===== src/rtl/frame_filler.sv =====
// Frame-fill engine: takes one colour/frame request and writes that colour to every visible
// pixel of the frame buffer as 8-pixel bursts through the DRAM address and write-data FIFOs.
module frame_filler #(
  parameter int unsigned WIDTH  = 800,
  parameter int unsigned HEIGHT = 600
) (
  input  logic          clk,
  input  logic          rst,
  input  logic          FF_valid,
  input  logic [23:0]   FF_color,
  input  logic [31:0]   FF_frame,
  output logic          FF_ready,
  output logic          FF_done,
  input  logic          af_full,
  input  logic          wdf_full,
  output logic          af_wr_en,
  output logic [30:0]   af_addr_din,
  output logic          wdf_wr_en,
  output logic [127:0]  wdf_din,
  output logic [15:0]   wdf_mask_din
);

  localparam int unsigned ColLastI = WIDTH - 8;
  localparam int unsigned RowLastI = HEIGHT - 1;
  localparam logic [9:0]  ColLast  = ColLastI[9:0];
  localparam logic [9:0]  RowLast  = RowLastI[9:0];

  if ((WIDTH % 8) != 0 || WIDTH < 8 || WIDTH > 1024 || HEIGHT < 1 || HEIGHT > 1024)
  begin : gen_bad_params
    $error("frame_filler: WIDTH must be a multiple of 8 in 8..1024, HEIGHT in 1..1024");
  end

  typedef enum logic [1:0] {
    StIdle,
    StBurstA,
    StBurstB
  } state_e;

  state_e      state_q, state_d;
  logic [31:0] pixel_q, pixel_d;
  logic [5:0]  frame_q, frame_d;
  logic [9:0]  row_q, row_d;
  logic [9:0]  col_q, col_d;

  // Only bits [27:22] of the frame base are meaningful here.
  logic unused_frame_bits;
  assign unused_frame_bits = ^{FF_frame[31:28], FF_frame[21:0]};

  always_ff @(posedge clk) begin
    if (rst) begin
      state_q <= StIdle;
      pixel_q <= '0;
      frame_q <= '0;
      row_q   <= '0;
      col_q   <= '0;
    end else begin
      state_q <= state_d;
      pixel_q <= pixel_d;
      frame_q <= frame_d;
      row_q   <= row_d;
      col_q   <= col_d;
    end
  end

  always_comb begin
    state_d   = state_q;
    pixel_d   = pixel_q;
    frame_d   = frame_q;
    row_d     = row_q;
    col_d     = col_q;
    FF_ready  = 1'b0;
    FF_done   = 1'b0;
    af_wr_en  = 1'b0;
    wdf_wr_en = 1'b0;

    unique case (state_q)
      StIdle: begin
        FF_ready = 1'b1;
        if (FF_valid) begin
          pixel_d = {8'h00, FF_color};
          frame_d = FF_frame[27:22];
          row_d   = '0;
          col_d   = '0;
          state_d = StBurstA;
        end
      end

      // Command and first data beat go out together so the DRAM side never sees a
      // command without its data having started.
      StBurstA: begin
        if (!af_full && !wdf_full) begin
          af_wr_en  = 1'b1;
          wdf_wr_en = 1'b1;
          state_d   = StBurstB;
        end
      end

      StBurstB: begin
        if (!wdf_full) begin
          wdf_wr_en = 1'b1;
          if (col_q == ColLast) begin
            col_d = '0;
            if (row_q == RowLast) begin
              FF_done = 1'b1;
              state_d = StIdle;
            end else begin
              row_d   = row_q + 10'd1;
              state_d = StBurstA;
            end
          end else begin
            col_d   = col_q + 10'd8;
            state_d = StBurstA;
          end
        end
      end

      default: state_d = StIdle;
    endcase
  end

  // Row stride is a fixed 1024 pixels, so the address is a plain bit concatenation.
  assign af_addr_din  = {5'b0, frame_q, row_q, col_q[9:3], 3'b000};
  assign wdf_din      = {4{pixel_q}};
  assign wdf_mask_din = 16'h0000;

endmodule


===== config.mk =====
export PLATFORM = sky130hd
export DESIGN_NAME = frame_filler
export DESIGN_NICKNAME = d
export VERILOG_FILES = /design/src/rtl/frame_filler.sv
export SDC_FILE = /design/constraint.sdc
export NUM_CORES = 1
export LEC_CHECK = 0
export BUFFER_PORTS_ARGS = -buffer_cell sky130_fd_sc_hd__buf_2
export CORE_AREA = 2 2 92 94
export CTS_CLUSTER_SIZE = 12
export DETAILED_ROUTE_END_ITERATION = 6
export DIE_AREA = 0 0 94 96
export PLACE_DENSITY_LB_ADDON = 0.1
export REMOVE_ABC_BUFFERS = 1
export SETUP_SLACK_MARGIN = 0.02
export SYNTH_ARGS = -nofsm -noshare
export SYNTH_HDL_FRONTEND = slang
export SYNTH_SLANG_ARGS = --single-unit

===== constraint.sdc =====
create_clock -name clk -period 6.7 [get_ports clk]
set_input_delay 0.335 -clock clk [delete_from_list [all_inputs] [get_ports clk]]
set_output_delay 0.335 -clock clk [all_outputs]
set_load 0.05 [all_outputs]

* Word-level counts from Yosys, hierarchy flattened
Cells that the tools add are included.
Word-level totals: flip-flop bits (word level) 52, input bits 61, output and inout port bits 179
Operators by class: add/sub/neg operators 2, equal/unequal tests 9, multiplexer cells 23, reductions and logical operators 9
Operator list (count):
- 10-bit two-way mux | 6
- 10-bit case mux with 2 select lines | 2
- 10-bit equality test, second input constant | 2
- 10-bit by 1-bit adder with 10-bit output, second input constant | 1
- 10-bit by 4-bit adder with 10-bit output, second input constant | 1
- 2-bit inequality test, second input constant | 5
- 1-bit two-way mux | 9
- 2-bit two-way mux | 4
- 2-bit case mux with 3 select lines | 1
- 3-bit AND reduction | 2
- 5-bit AND reduction | 1
- 2-bit by 1-bit equality test with 1-bit output, second input constant | 1
- 2-bit equality test, second input constant | 1
- 1-bit zero test | 2
- 2-bit zero test | 1
- 1-bit case mux with 2 select lines | 1
- 2-bit AND reduction | 1
- 2-bit nonzero test | 1
- 1-bit logical AND | 1

* Longest topological paths before layout
depth after elaboration 5, depth in mapped cells 8

* Least setup slack after synthesis
OpenSTA, ideal clock, no wires.
kind register to output, from register col_q[3], to output port FF_done, arrival 2.129 ns, setup slack 4.236 ns, cell stages (with the launch flop) 5, buffers on the path 0, cell sequence dfxtp_1 > nand4_1 > nor4_1 > nand2_1 > nor2_1
On the way: word-level cells in the longest chain between the ends 4
Ends and longest elaborated chain:
- from (decl) | RTL line 43 | logic [9:0] col_q, col_d;
- from (signal assigned) | RTL line 61 | col_q <= col_d;
- 10-bit equality test | RTL line 101 | if (col_q == ColLast) begin
- 1-bit two-way mux | RTL line 101
- 1-bit two-way mux | RTL line 99 | if (!wdf_full) begin
- 1-bit two-way mux | RTL line 76 | unique case (state_q)
- to (decl) | RTL line 13 | output logic FF_done,
No other way between the ends.

* Final worst setup path
from register state_q[0], to register row_q[7]
On the way: word-level cells in the longest chain between the ends 3
Ends and longest elaborated chain:
- from (decl) | RTL line 39 | state_e state_q, state_d;
- from (signal assigned) | RTL line 51 | state_q <= StIdle;
- from (signal assigned) | RTL line 57 | state_q <= state_d;
- 2-bit equality test / 2-bit zero test (equally long branches) | RTL line 76
- 2-bit inequality test (no source line) / 2-bit nonzero test (equally long branches)
- 5-bit AND reduction (no source line)
- to (signal assigned) | RTL line 60 | row_q <= row_d;
- to (decl) | RTL line 42 | logic [9:0] row_q, row_d;
Several ways; a longest one is shown, not always the timed one. A chain may end at the register's enable or synchronous reset.

==> results by group <==
CTS
  – Clk root buf: clkbuf_8
  – CTS Hold Buffers Added: 0
  – Clock-pin slew on the worst setup and hold paths: around 90 ps
  – Clock latency at the later pin of the worst-skew pair: about 300 ps
  – CTS buffer count: 5
  – Sink Count: 49
  – Post-CTS setup buffers: 0
  – Clock buffer depth: 2
  – Post-cts repair resize count: 0
  – Number of H-tree levels: 2
  – TritonCTS clock tree: yes

Place
  – Final HPWL from detailed placement: roughly 5500 um
  – Buffers on Ports: roughly 160
  – Worst slack at placement: just over 4000 ps
  – GPL Wtd Cong: 0.762

Logic synthesis
  – Post-synth cell types: 44
  – Cells after Synth: between 300 and 400
  – Simple-Gate Fraction of Synth Area: 0.206
  – Syn avg cell area: roughly 7.8 um2
  – Seq/Total Area, Yosys: 0.315
  – Post-Synth Adder-Cell Area: 0.0281
  – Compound-cell area share of the yosys netlist: 0.106
  – Largest family of logic cells by synthesized area: buffers and inverters
  – #FFs+latches synth: 49
  – Synth Area in XOR/XNOR: 0.0112
  – Post-synthesis cell area: roughly 0.0031 mm2
  – Post-synthesis mux area share: 0.00321
  – Yosys warning total: 0
  – Number of synthesized flops with an enable pin: 0
  – Ys flop type: dfxtp_1
  – Ys async rst share: 0

Routing
  – Detail Route Antenna Nets: 0
  – Post-Route WL: between 7000 and 8000 um
  – Iter 0 DRT Violations: 52
  – Vias after detailed routing: 2,562
  – Post-route DRC violation count: 0
  – DRT Pass-1 Iters: 4
  – Vias per inst: 4.41
  – WL/cell: approximately 12 um

Pwr
  – Net Sw Power: roughly 0.72 mW
  – Flop pwr share: 0.283
  – Power share of the clock group: 0.164
  – Pwr dens: a little under 400 mW/mm2
  – Gate power share: 0.553
  – Switching share of total power: 0.561
  – Cell-internal power: about 0.56 mW
  – VDD IR-drop max: ~0.18 mV
  – P_leak: ~1.8 nW

Critical path
  – Worst Setup End Kind: flip-flop
  – CP Data Arrival Time: 2860 ps
  – Critical Path Most Common Cell: or2b_2
  – Crit-path cells: inv_1 -> ha_1 -> or2b_2 -> or2b_2 -> or4_4 -> or2_1 -> o31ai_1
  – CP peak stage delay: 470 ps
  – CP required: between 6000 and 7000 ps
  – Slowest stage cell, crit path: or4_4
  – Startpoint Class: flip-flop
  – Max FO, Critical Path: 14
  – Crit Path Category: reg2reg

Global routing
  – First-pass GRT wire length: about 10,000 um
  – Total GRT Usage: 0.142
  – GR Overflow Total: 0
  – Pin count of the biggest net entering global routing: 50
  – Initial antenna violation count: 0
  – Vias in the first global route: 1,987

Layout
  – Final core occ: 0.415
  – Final #Nets: about 540
  – Area Growth Syn to Fin: 7.23%
  – Commonest non-fill, non-tap cells in the layout: buf_2, nand2_1, conb_1
  – Layout cells sized above 1: 0.370
  – Most common cell after layout, fill and taps aside: buf_2
  – Fillers: approximately 900
  – Antenna diode count: 0

Floorplan
  – Rows: 33
  – Die W: around 94 um
  – Die height: between 90 and 100 um
  – Num ports: 240
  – CORE AREA: between 0.008 and 0.009 mm2
  – DIE AREA: 0.00902 mm2
  – Initial Util: 0.387

Status
  – Status: finished clean

Timing
  – Final period util: 0.394
  – Min Tclk post-route: between 2000 and 3000 ps
  – Setup slack after layout: 4060 ps
  – Fmax: roughly 380 MHz
  – Clock skew: between 5 and 6 ps
  – Worst rel slew slack: 0.267
  – Setup violators final: 0
  – Final Hold Vio Count: 0
  – RSZ-0062 raised after global routing: no
  – Worst-Margin Slew: 1100 ps
  – Final Max Tran Viols: 0
  – TNS Setup: 0 ps

Run
  – Maxcap violations: 0

Min path
  – HP Class: in2reg
-- synth_stat cells, types with 3 or more instances --
master	instances	area share
a21oi_1	39	0.063
buf_4	128	0.31
clkbuf_1	13	0.016
dfxtp_1	49	0.31
ha_1	7	0.028
inv_1	4	0.0048
nand2_1	72	0.087
nand2b_1	4	0.0080
nand3_1	8	0.013
nand3b_1	3	0.0072
nand4_1	4	0.0080
nor2_1	14	0.017
nor3_1	3	0.0048
o21ai_0	7	0.011
or2b_2	3	0.0084
xor2_1	4	0.011
-- logic make-up after synthesis --
group / count (synthesis)
and+or+nand+nor: 131
AOI/OAI and AO/OA: 59
muxes: 1
xor gates and xnor gates: 4
buffers and inverters: 145
adders and majority gates: 7
other: 1
DFF: 49
-- registers in the layout (all words and copies together) (netlist names) --
name / flops
pixel_q: 24
row_q: 10
col_q: 7
frame_q: 6
state_q: 2
-- layout make-up --
cell class	count	area, um2	area share
Clock buffer	6	72.6	0.0217
Clock inverter	2	38.8	0.0116
Sequential cell	49	981	0.294
Multi-Input combinational cell	258	1320	0.394
Tap cell	105	131	0.0393
Inverter	4	15.0	0.00450
Timing Repair Buffer	157	786	0.235
-- power by group through the flow --
stage / clock network, mW / registers [mW] / logic [mW]
2_1_floorplan: 0 / 0.718 / 0.208
6_report: 0.211 / 0.363 / 0.710
3_3_place_gp: 0 / 0.370 / 0.715
5_1_grt: 0.232 / 0.371 / 0.751
3_5_place_dp: 0 / 0.372 / 0.715
4_1_cts: 0.220 / 0.365 / 0.716
-- worst max-delay path: cells and delay by family (launching register included) --
family	cells	cell delay (ps)
AND/OR/NAND/NOR	4	1450
AO/OA/AOI/OAI	1	190
flip-flops	1	360
adder cells (fa/ha/maj)	1	450
buffers and inverters	1	100
-- worst paths after layout --
check	from	endpoint	slack, ps	cells after the start
hold / removal	FF_color[2]	pixel_q[2]	260	3
setup reg to reg	state_q[0]	row_q[7]	4060	7
setup / recovery	state_q[0]	row_q[7]	4060	7
hold reg to reg	frame_q[5]	frame_q[5]	460	2
-- metal layers --
metal | up-vias | track usage | part of all wire
li1 | 1275 | - | -
met1 | 1179 | 0.190 | 0.43
met2 | 103 | 0.230 | 0.49
met3 | 5 | 0.0329 | 0.074
met4 | 0 | 0.0386 | 0.0072
met5 | - | 0 | 0
-- per-stage QoR --
step	hold WS (ps)	cells	power, mW	cell area (um2)
2_1_floorplan	404	311	0.926	2310
3_3_place_gp	440	573	1.08	3230
3_5_place_dp	443	573	1.09	3230
4_1_cts	248	581	1.30	3340
5_1_grt	248	581	1.35	3340
6_report	262	581	1.28	3340
Power figures use the tool's default switching activity.
